`config.mk`:
```
export PLATFORM = sky130hd
export DESIGN_NAME = mem_map_unit_flat
export DESIGN_NICKNAME = d
export VERILOG_FILES = /design/src/rtl/mm_pkg.sv /design/src/rtl/mem_map_unit_if.sv /design/src/rtl/mm_wait_gen.sv /design/src/rtl/mem_map_unit.sv /design/src/flat_wrapper.sv
export SDC_FILE = /design/constraint.sdc
export NUM_CORES = 1
export LEC_CHECK = 0
export ABC_AREA = 1
export CORE_MARGIN = 2
export CORE_UTILIZATION = 50
export CTS_CLUSTER_DIAMETER = 50
export DETAILED_ROUTE_END_ITERATION = 10
export MAX_ROUTING_LAYER = met4
export PLACE_DENSITY = 0.87
export SLEW_MARGIN = 20
export SYNTH_ARGS = -nofsm -noshare
export SYNTH_HDL_FRONTEND = slang
export SYNTH_SLANG_ARGS = --single-unit
```
`constraint.sdc`:
```
create_clock -name clk_i -period 3 [get_ports clk_i]
set_input_delay 0.9 -clock clk_i [delete_from_list [all_inputs] [get_ports clk_i]]
set_output_delay 0.9 -clock clk_i [all_outputs]
set_load 0.01 [all_outputs]
```
`src/rtl/mm_pkg.sv`:
```
// Shared constants and types for the memory map unit: register offsets,
// page index width and the wait-state FSM encoding.
package mm_pkg;

  localparam logic [3:0] REG_IO_BANK = 4'h0;
  localparam logic [3:0] REG_ROM_SEL = 4'h1;
  localparam logic [3:0] REG_WP_MASK = 4'h2;
  localparam logic [3:0] REG_STATUS  = 4'h3;
  localparam logic [3:0] REG_IO_WAIT = 4'h4;
  localparam logic [3:0] REG_PAGE0   = 4'h8;

  localparam int PAGE_W = 3;

  typedef enum logic {
    WS_IDLE = 1'b0,
    WS_WAIT = 1'b1
  } wait_state_t;

endpackage

```
`src/rtl/mem_map_unit_if.sv`:
```
// CPU-side bus of the memory map unit. The CPU presents an access with req_i
// and holds address/data until rdy_o is 1; the access completes on that edge.
interface mem_map_unit_if #(
  parameter int N_IO   = 8,
  parameter int PHYS_W = 19
);
  import mm_pkg::*;

  logic              req_i;
  logic              R_W_n;
  logic [15:0]       addr_i;
  logic [7:0]        data_i;
  logic [7:0]        data_o;
  logic              rdy_o;
  logic              ram_cs;
  logic              ram_we;
  logic [PHYS_W-1:0] ram_addr_o;
  logic              rom_cs;
  logic [N_IO-1:0]   io_cs;
  logic              reg_cs;
  logic              wp_fault_o;
  wait_state_t       wait_state;

  modport master (
    output req_i, R_W_n, addr_i, data_i,
    input  data_o, rdy_o, ram_cs, ram_we, ram_addr_o, rom_cs, io_cs, reg_cs,
           wp_fault_o, wait_state
  );

  modport slave (
    input  req_i, R_W_n, addr_i, data_i,
    output data_o, rdy_o, ram_cs, ram_we, ram_addr_o, rom_cs, io_cs, reg_cs,
           wp_fault_o, wait_state
  );
endinterface

```
`src/rtl/mm_wait_gen.sv`:
```
// IO wait-state generator: holds rdy low for exactly len_i cycles per started
// access. The counter is loaded with len_i-1 so the final WAIT cycle releases.
module mm_wait_gen
  import mm_pkg::*;
(
  input  logic        clk_i,
  input  logic        rst_i,
  input  logic        start_i,
  input  logic [3:0]  len_i,
  input  logic        abort_i,
  output logic        rdy_o,
  output wait_state_t state_o
);

  wait_state_t state_q, state_d;
  logic [3:0]  cnt_q, cnt_d;
  logic        kick;

  assign kick    = start_i && (len_i != 4'd0);
  assign state_o = state_q;

  always_ff @(posedge clk_i) begin
    if (rst_i) begin
      state_q <= WS_IDLE;
      cnt_q   <= 4'd0;
    end else begin
      state_q <= state_d;
      cnt_q   <= cnt_d;
    end
  end

  always_comb begin
    state_d = state_q;
    cnt_d   = cnt_q;
    case (state_q)
      WS_IDLE: begin
        if (kick) begin
          state_d = WS_WAIT;
          cnt_d   = len_i - 4'd1;
        end
      end
      WS_WAIT: begin
        if (abort_i || cnt_q == 4'd0) state_d = WS_IDLE;
        else                          cnt_d   = cnt_q - 4'd1;
      end
      default: state_d = WS_IDLE;
    endcase
  end

  // cnt_q == 0 in WAIT is the completing cycle, so the held access cannot retrigger.
  always_comb begin
    rdy_o = 1'b1;
    case (state_q)
      WS_IDLE: rdy_o = ~kick;
      WS_WAIT: rdy_o = (cnt_q == 4'd0);
      default: rdy_o = 1'b1;
    endcase
  end

endmodule

```
`src/rtl/mem_map_unit.sv`:
```
// 6502 address decoder with page table, per-page write protection and
// programmable IO wait states.
module mem_map_unit
  import mm_pkg::*;
#(
  parameter int          N_IO     = 8,
  parameter int          PHYS_W   = 19,
  parameter logic [7:0]  IO_PAGE  = 8'hFE,
  parameter logic [15:0] ROM_BASE = 16'hE000
) (
  input logic clk_i,
  input logic rst_i,
  mem_map_unit_if.slave bus
);

  localparam int PPN_W = PHYS_W - 13;

  logic [7:0]       io_bank_q, rom_sel_q, wp_mask_q;
  logic [3:0]       io_wait_q;
  logic             status_q, status_d;
  logic             wp_fault_q;
  logic [PPN_W-1:0] page_q [8];

  logic             reg_cs, ram_cs, rom_cs, rdy;
  logic [N_IO-1:0]  io_cs;
  logic [PAGE_W-1:0] cpu_page;
  logic             prot, reg_wr, fault_set;
  logic [7:0]       rd_data;

  assign cpu_page = bus.addr_i[15:13];
  assign prot     = wp_mask_q[cpu_page];

  always_comb begin
    reg_cs = 1'b0;
    ram_cs = 1'b0;
    rom_cs = 1'b0;
    io_cs  = '0;
    if (bus.req_i) begin
      if (bus.addr_i[15:4] == 12'h000) begin
        reg_cs = 1'b1;
      end else if (bus.addr_i[15:8] == IO_PAGE) begin
        if (io_bank_q == 8'd0) rom_cs = 1'b1;
        else if (io_bank_q > 8'(N_IO)) ram_cs = 1'b1;
        else begin
          for (int i = 0; i < N_IO; i++)
            if (io_bank_q == 8'(i + 1)) io_cs[i] = 1'b1;
        end
      end else if (bus.addr_i >= ROM_BASE && rom_sel_q == 8'd0) begin
        rom_cs = 1'b1;
      end else begin
        ram_cs = 1'b1;
      end
    end
  end

  mm_wait_gen u_wait (
    .clk_i   (clk_i),
    .rst_i   (rst_i),
    .start_i (bus.req_i && (io_cs != '0)),
    .len_i   (io_wait_q),
    .abort_i (~bus.req_i),
    .rdy_o   (rdy),
    .state_o (bus.wait_state)
  );

  assign reg_wr    = bus.req_i & reg_cs & ~bus.R_W_n & rdy;
  assign fault_set = bus.req_i & ram_cs & ~bus.R_W_n & prot & rdy;

  // A fault set in the same cycle as a status write must win.
  always_comb begin
    status_d = status_q;
    if (fault_set) status_d = 1'b1;
    else if (reg_wr && bus.addr_i[3:0] == REG_STATUS) status_d = 1'b0;
  end

  always_ff @(posedge clk_i) begin
    if (rst_i) begin
      io_bank_q  <= 8'd0;
      rom_sel_q  <= 8'd0;
      wp_mask_q  <= 8'd0;
      io_wait_q  <= 4'd0;
      status_q   <= 1'b0;
      wp_fault_q <= 1'b0;
      for (int p = 0; p < 8; p++) page_q[p] <= PPN_W'(p);
    end else begin
      status_q   <= status_d;
      wp_fault_q <= fault_set;
      if (reg_wr) begin
        if (bus.addr_i[3]) page_q[bus.addr_i[2:0]] <= PPN_W'(bus.data_i);
        else begin
          case (bus.addr_i[3:0])
            REG_IO_BANK: io_bank_q <= bus.data_i;
            REG_ROM_SEL: rom_sel_q <= bus.data_i;
            REG_WP_MASK: wp_mask_q <= bus.data_i;
            REG_IO_WAIT: io_wait_q <= bus.data_i[3:0];
            default: ;
          endcase
        end
      end
    end
  end

  always_comb begin
    rd_data = 8'd0;
    if (bus.addr_i[3]) rd_data = 8'(page_q[bus.addr_i[2:0]]);
    else begin
      case (bus.addr_i[3:0])
        REG_IO_BANK: rd_data = io_bank_q;
        REG_ROM_SEL: rd_data = rom_sel_q;
        REG_WP_MASK: rd_data = wp_mask_q;
        REG_STATUS:  rd_data = {7'd0, status_q};
        REG_IO_WAIT: rd_data = {4'd0, io_wait_q};
        default:     rd_data = 8'd0;
      endcase
    end
  end

  assign bus.data_o     = (reg_cs && bus.R_W_n) ? rd_data : 8'd0;
  assign bus.rdy_o      = rdy;
  assign bus.reg_cs     = reg_cs;
  assign bus.ram_cs     = ram_cs;
  assign bus.rom_cs     = rom_cs;
  assign bus.io_cs      = io_cs;
  assign bus.ram_we     = ram_cs & ~bus.R_W_n & ~prot;
  assign bus.ram_addr_o = {page_q[cpu_page], bus.addr_i[12:0]};
  assign bus.wp_fault_o = wp_fault_q;

endmodule

```
`src/flat_wrapper.sv`:
```
// flat-port wrapper written by rule: the top's interface ports become plain ports
module mem_map_unit_flat import mm_pkg::*;
#(
  parameter int          N_IO     = 8,
  parameter int          PHYS_W   = 19,
  parameter logic [7:0]  IO_PAGE  = 8'hFE,
  parameter logic [15:0] ROM_BASE = 16'hE000
)
  (clk_i, rst_i, bus_req_i, bus_R_W_n, bus_addr_i, bus_data_i, bus_data_o, bus_rdy_o, bus_ram_cs, bus_ram_we, bus_ram_addr_o, bus_rom_cs, bus_io_cs, bus_reg_cs, bus_wp_fault_o, bus_wait_state);
  mem_map_unit_if #(.N_IO(N_IO), .PHYS_W(PHYS_W)) bus_i ();
  input logic clk_i;
  input logic rst_i;
  input wire logic [$bits(bus_i.req_i)-1:0] bus_req_i;
  input wire logic [$bits(bus_i.R_W_n)-1:0] bus_R_W_n;
  input wire logic [$bits(bus_i.addr_i)-1:0] bus_addr_i;
  input wire logic [$bits(bus_i.data_i)-1:0] bus_data_i;
  output wire logic [$bits(bus_i.data_o)-1:0] bus_data_o;
  output wire logic [$bits(bus_i.rdy_o)-1:0] bus_rdy_o;
  output wire logic [$bits(bus_i.ram_cs)-1:0] bus_ram_cs;
  output wire logic [$bits(bus_i.ram_we)-1:0] bus_ram_we;
  output wire logic [$bits(bus_i.ram_addr_o)-1:0] bus_ram_addr_o;
  output wire logic [$bits(bus_i.rom_cs)-1:0] bus_rom_cs;
  output wire logic [$bits(bus_i.io_cs)-1:0] bus_io_cs;
  output wire logic [$bits(bus_i.reg_cs)-1:0] bus_reg_cs;
  output wire logic [$bits(bus_i.wp_fault_o)-1:0] bus_wp_fault_o;
  output wire logic [$bits(bus_i.wait_state)-1:0] bus_wait_state;
  assign bus_i.req_i = bus_req_i;
  assign bus_i.R_W_n = bus_R_W_n;
  assign bus_i.addr_i = bus_addr_i;
  assign bus_i.data_i = bus_data_i;
  assign bus_data_o = bus_i.data_o;
  assign bus_rdy_o = bus_i.rdy_o;
  assign bus_ram_cs = bus_i.ram_cs;
  assign bus_ram_we = bus_i.ram_we;
  assign bus_ram_addr_o = bus_i.ram_addr_o;
  assign bus_rom_cs = bus_i.rom_cs;
  assign bus_io_cs = bus_i.io_cs;
  assign bus_reg_cs = bus_i.reg_cs;
  assign bus_wp_fault_o = bus_i.wp_fault_o;
  assign bus_wait_state = bus_i.wait_state;
  mem_map_unit #(.N_IO(N_IO), .PHYS_W(PHYS_W), .IO_PAGE(IO_PAGE), .ROM_BASE(ROM_BASE)) u_core (.clk_i(clk_i), .rst_i(rst_i), .bus(bus_i));
endmodule
```
==> results of run 1 <==
flip-flops by register name, summed over array words and instances, names as in the netlist:
| name | count |
|---|---|
| u_core.page_q | 48 |
| u_core.io_bank_q | 8 |
| u_core.rom_sel_q | 8 |
| u_core.wp_mask_q | 8 |
| u_core.io_wait_q | 4 |
| u_core.u_wait.cnt_q | 4 |
| u_core.bus.wp_fault_o | 1 |
| u_core.status_q | 1 |
| u_core.u_wait.state_o | 1 |
through the flow:
| step | cells | hold WS [ns] |
|---|---|---|
| finish | 1026 | 0.4899 |
| global route | 1026 | 0.4938 |
| CTS | 1005 | 0.4808 |
| detailed placement | 977 | 0.4676 |
| global placement | 977 | 0.4580 |
| floorplan | 735 | 0.4467 |
report_power, final:
group | total (W) | internal, W | switching, W
clock | 0.000828 | 0.000381 | 0.000448
sequential | 0.00126 | 0.00123 | 0.0000260
combinational | 0.000442 | 0.000191 | 0.000251
cells in the mapped netlist (7+ instances only):
master      n  area share
nor2_1    142        0.10
nand2_1   134       0.097
inv_1     116       0.084
edfxtp_1   48        0.28
nand4_1    46       0.056
o21ai_0    46       0.045
dfxtp_1    35        0.14
o22ai_1    26       0.032
clkbuf_1   24       0.017
nand3_1    21       0.020
a21oi_1    19       0.018
buf_4      17       0.025
a31oi_1     8      0.0097
nor4_1      8      0.0097
nand3_2     7       0.014
nor3_1      7      0.0068
routing by layer:
layer / up-vias / wire length (um) / global-route usage
met2: 495 / 9075 / 0.4802
met1: 2834 / 7091 / 0.4077
met5: - / 0 / -
met3: 119 / 2374 / 0.04886
li1: 2712 / - / -
met4: 0 / 1164 / 0.1852
worst max-delay path, stage by stage:
cell,delay (ns)
buf_8,0.10
nor4_4,0.26
nand2_1,0.13
nor2_2,0.18
nand2_2,0.09
inv_2,0.07
nand4_1,0.17
inv_2,0.15
buf_6,0.14
o21ai_2,0.08
nand2_2,0.11
buf_6,0.11
worst max-delay path by stage:
stage / start / cells after the start / slack (ns) / endpoint
after floorplan: bus_addr_i[14] / 10 / -0.1 / bus_data_o[4]
after global placement: bus_addr_i[2] / 9 / -1.12 / bus_data_o[2]
after detailed placement: bus_addr_i[2] / 9 / -1.16 / bus_data_o[2]
after CTS: bus_addr_i[13] / 12 / -0.22 / bus_data_o[2]
after global routing: bus_addr_i[4] / 14 / -0.45 / bus_data_o[2]
final: bus_addr_i[14] / 12 / -0.38 / bus_data_o[2]
cell families after synthesis:
group,count (synthesis),synth area share
simple gates,370,0.3166
xor+xnor,2,0.003395
compound gates,111,0.1202
flops,83,0.4150
buf+inv,168,0.1423
fa+ha+maj,1,0.002424
final cells by class:
| class | instances | share of cell area |
|---|---|---|
| clock buffer | 9 | 0.01682 |
| clock inverter | 7 | 0.009344 |
| inverter | 119 | 0.06099 |
| multi-input combinational | 484 | 0.3714 |
| sequential | 83 | 0.2909 |
| tap | 136 | 0.02311 |
| timing repair buffer | 188 | 0.2275 |
repair_timing:
action | in CTS | in global routing
setup buffers | 11 | 19
setup endpoints to repair | 135 | 85
hold endpoints to repair | 0 | 0
gates resized for setup | 237 | 119
gates cloned | 1 | 2
pin swaps | 38 | 32
==> flow_summary.toml, run 1 <==
[power_and_ir_drop]
power_density_nw_per_um2 = 343.7
p_leak_nw = 3.173
ir_drop_v = 0.0002570
power_w = 0.002531

[cells_and_area]
fillers = 735
n_antenna_cell = 0
layout_commonest_cell = "nor2_1"
final_layout_size_suffix_gt1_frac = 0.3169
layout_common_cells = "nor2_1 (126), nand2_1 (112), inv_1 (101)"
register_area_sq_um = 2142
multi_input_area_sq_um = 2735
area.growth.synth_to_final_pct = 42.69
finish.instance_area_sq_um = 7365
nNetsFinal = 914
final_core_util = 0.7231

[floorplan]
die_area_sq_um = 11150
fp.dieW_um = 105.6
core.rowCount = 37
boundaryPins = 70
die_y_um = 105.6
start_util = 0.5068
core_area_sq_um = 10180

[logic_synthesis]
synth_cells = 735
synth_cell_types = 34
avgSynthCellArea_sq_um = 7.022
synthFlopType = "edfxtp_1"
syn_nets = 764
synth_edf_count = 48
ys_warn_count = 0
synth-seq-cells = 83
ys_seq_area_frac = 0.4150
synthArstFlopShare = 0
syn_area_sq_um = 5161

[min_path]
hold_end = "u_core.status_q"
min_path_type = "reg -> reg"
hold_depth = 2
hold_start = "u_core.status_q"

[routing]
dr.pass1.iters = 7
vias_per_cell = 6.004
vias = 6160
ant_nets = 0
drt_wl_total_um = 19710
drc = 0
drt_iter0_drc = 783
avgRoutedWirePerCell_um = 19.21

[placement]
dpl.hpwl_um = 11980
place_area_sq_um = 6434
finalWeightedCongestion = 1.024
port_buffers = 69
pre_cts_ws_ns = -1.162

[critical_path]
endpoint_kind = "output port"
crit_type = "in -> out"
setup.worst_path.start_class = "input pin"
cp_data_required_time_ns = 2.10
rr_worst_depth = 19
critPathArrivalTime_ns = 2.48
reg2reg_slack_ns = 0.28
r2r-end = "u_core.page_q[0][2]"
r2r-start = "u_core.io_bank_q[2]"
critPathMaxFanout = 3

[timing]
final.setup_skew_ns = 0.01027
period_needed_ns = 3.383
finalWorstSetupSlack_ns = -0.3828
tightest_slew_ns = 0.6891
rsz0062_at_grt = "yes"
max_clock_freq_mhz = 295.6
fin_crit_sh = 1.128
setup_tns_ns = -6.149
drv_slew = 0
setup-violations-final = 35
maxSlewHeadroom = 0.5401
hold_viol = 0

[global_route]
grt_usage = 0.3182
antenna_found_initial = 0
grt_overflow_total = 0
grt_max_degree = 39
grt_pass1_wl_um = 26720
grt_pass1_vias = 5242

[clock_tree]
cts_tree = "done"
path_clk_slew_ns = 0.09
cts-root-buf = "clkbuf_8"
clk_path_buf_depth = 2
hold_buffers = 0
clock-sinks = 83
clkLatencyLatePin_ns = 0.38
htree_levels = 3
cts-buffers-inserted = 9

[outcome]
failed_checks = "setup timing"
status = "complete, but fails checks"

[run]
drv_cap = 0
(Power assumes the default switching activity.)
==> run 2, diff against run 1 <==
--- a/config.mk
+++ b/config.mk
@@ -6,6 +6,7 @@
 export NUM_CORES = 1
 export LEC_CHECK = 0
 export ABC_AREA = 1
+export CAP_MARGIN = 15
 export CORE_MARGIN = 2
 export CORE_UTILIZATION = 50
 export CTS_CLUSTER_DIAMETER = 50
==> results of run 2 <==
Final layout, timing and power as in run 1 (identical DEF).
==> run 3, diff against run 2 <==
--- a/config.mk
+++ b/config.mk
@@ -16,4 +16,5 @@
 export SLEW_MARGIN = 20
 export SYNTH_ARGS = -nofsm -noshare
 export SYNTH_HDL_FRONTEND = slang
+export SYNTH_HIERARCHICAL = 1
 export SYNTH_SLANG_ARGS = --single-unit
==> run 3 against run 2 <==
Against the previous run: the flow finishes with violations (DRC, setup timing); power decreased by 2.5%; via count decreased by 2.1%; worst hold slack got worse by 0.0031 ns; non-clock buffer count decreased by 10; largest cell class unchanged; largest power group unchanged; first-iteration DRC count decreased by 5.1%; final cell count increased by 0.97%; synthesized cell count increased by 1.6%; worst setup slack improved by 0.27 ns; clock power decreased by 2.8%; flip-flop and latch count unchanged; final area increased by 2.6%; die area increased by 0.51%.
==> flow_summary.toml, run 3 <==
[routing]
drc = 12
dr.pass1.iters = 11
vias = 6028
ant_nets = 0
drt_iter0_drc = 743
avgRoutedWirePerCell_um = 18.29
drt_wl_total_um = 18950
vias_per_cell = 5.819

[cells_and_area]
layout_common_cells = "nand2_1 (142), nor2_1 (121), buf_4 (85)"
top_register = "u_core/page_q"
nNetsFinal = 924
final_layout_size_suffix_gt1_frac = 0.3344
n_antenna_cell = 0
multi_input_area_sq_um = 3053
area.growth.synth_to_final_pct = 45.60
final_core_util = 0.7418
layout_commonest_cell = "nand2_1"
largest_reg_flops = 48
fillers = 677
register_area_sq_um = 2143

[timing]
fin_crit_sh = 1.038
max_clock_freq_mhz = 321.2
drv_slew = 0
tightest_slew_ns = 0.8499
rsz0062_at_grt = "yes"
maxSlewHeadroom = 0.4328
finalWorstSetupSlack_ns = -0.1135
hold_viol = 0
setup_tns_ns = -0.9558
setup-violations-final = 44
period_needed_ns = 3.113
final.setup_skew_ns = 0.007663

[logic_synthesis]
muxShareOfSynthArea = 0
synth_area_leaders = "edfxtp_1 (28%), dfxtp_1 (14%), nand2_1 (12%)"
synth-seq-cells = 83
synth_edf_count = 48
synth_cell_types = 34
avgSynthCellArea_sq_um = 6.946
synth_top_family_by_area = "simple AND/OR/NAND/NOR gates"
synth_cells = 747
syn_area_sq_um = 5189
synth.top_cell.area_share = 0.2778
synthXorXnorAreaFrac = 0
ys_warn_count = 6
synth_largest_area_cell = "edfxtp_1"
synth_simple_gate_area_frac = 0.3627
post_synth_fa_ha_maj_area_fraction = 0.002411
synth.most_common_cell = "nand2_1"
synthArstFlopShare = 0
synthFlopType = "edfxtp_1"
synth_common_cells = "nand2_1 (162), nor2_1 (160), inv_1 (94)"
synth_compound_area_frac = 0.09838
syn_nets = 776
ys_seq_area_frac = 0.4128

[global_route]
grt_pass1_vias = 5399
grt_max_degree = 36
grt_overflow_total = 0
antenna_found_initial = 0
grt_usage = 0.3278
grt_pass1_wl_um = 27520

[critical_path]
critPathArrivalTime_ns = 2.21
critPathMaxFanout = 7
crit_type = "in -> out"
setup.worst_path.start_class = "input pin"
cp_data_required_time_ns = 2.10
endpoint_kind = "output port"

[floorplan]
fp.dieW_um = 105.9
die_area_sq_um = 11210
core_area_sq_um = 10180
boundaryPins = 70
start_util = 0.5095
die_y_um = 105.9
core.rowCount = 37

[run]
drv_cap = 0

[clock_tree]
htree_levels = 3
clkLatencyLatePin_ns = 0.37
cts_tree = "done"
cts-buffers-inserted = 9
cts-root-buf = "clkbuf_8"
hold_buffers = 0
clock-sinks = 83
path_clk_slew_ns = 0.08
clk_path_buf_depth = 2

[outcome]
status = "complete, but fails checks"
failed_checks = "DRC, setup timing"

[power_and_ir_drop]
power_density_nw_per_um2 = 326.6
p_leak_nw = 3.364
ir_drop_v = 0.0002001

[placement]
dpl.hpwl_um = 11810
finalWeightedCongestion = 1.052
port_buffers = 69

[min_path]
min_path_type = "reg -> reg"
run 3: routing by layer:
layer | routed length (um) | vias to the layer above | part of all wire | track usage
li1 | - | 2669 | - | -
met1 | 6765 | 2744 | 0.36 | 0.3985
met2 | 8797 | 477 | 0.46 | 0.5124
met3 | 2165 | 138 | 0.11 | 0.06926
met4 | 1221 | 0 | 0.064 | 0.1758
met5 | 0 | - | 0 | -
run 3: layout make-up:
cell class,instances,area share
Timing Repair Buffer,178,0.2103
Inverter,102,0.05366
Multi-Input combinational cell,521,0.4041
Tap cell,136,0.02252
Clock inverter,5,0.006956
Sequential cell,83,0.2837
Clock buffer,11,0.01871
run 3: cells by family (layout without fill, tap and decap cells):
group | Yosys count | count (layout)
AND/OR/NAND/NOR | 429 | 429
AO/OA/AOI/OAI | 91 | 91
buffers and inverters | 143 | 296
adder cells (fa/ha/maj) | 1 | 1
flip-flops | 83 | 83
run 3: final timing paths:
check | from | to | cells after the start | slack (ns)
min | u_core/wp_mask_q[5] | u_core/wp_mask_q[5] | 2 | 0.49
min reg2reg | u_core/wp_mask_q[5] | u_core/wp_mask_q[5] | 2 | 0.49
max | bus_addr_i[11] | bus_rdy_o | 16 | -0.11
max reg2reg | u_core/io_bank_q[2] | u_core/page_q[5][3] | 25 | 0.06
run 3: through the flow:
stage / instances / power (W) / setup WS (ns) / hold slack [ns] / area, sq um
after global placement: 996 / 0.001598 / -0.8786 / 0.4598 / 6595
after floorplan: 747 / 0.001426 / -0.08063 / 0.4471 / 5290
after CTS: 1029 / 0.002421 / -0.05424 / 0.4906 / 7152
after detailed placement: 996 / 0.001602 / -0.9089 / 0.4756 / 6595
after global routing: 1036 / 0.002541 / -0.1858 / 0.5169 / 7555
final: 1036 / 0.002467 / -0.1135 / 0.4868 / 7555
run 3: where the power goes:
group          switching, W  internal (W)  total [W]
Combinational      0.000257      0.000177   0.000434
Sequential        0.0000116       0.00122    0.00123
Clock              0.000402      0.000403   0.000805
Total              0.000671       0.00180    0.00247
run 3: repair_timing:
action                                  CTS  global route
gates resized for setup                 231           115
setup buffers                            16             6
endpoints found under the setup margin  155           150
gates cloned                              1             1
pin swaps                                40            31
run 3: critical path: stages:
cell,delay (ns)
buf_8,0.09
nand2_4,0.06
nor2_4,0.11
nand2_2,0.06
nor2_2,0.09
buf_6,0.16
nand3_2,0.09
nand2_1,0.10
inv_2,0.04
nand3_2,0.07
inv_2,0.05
nor2_4,0.11
nand2_4,0.06
nand2_2,0.06
inv_2,0.04
buf_6,0.11
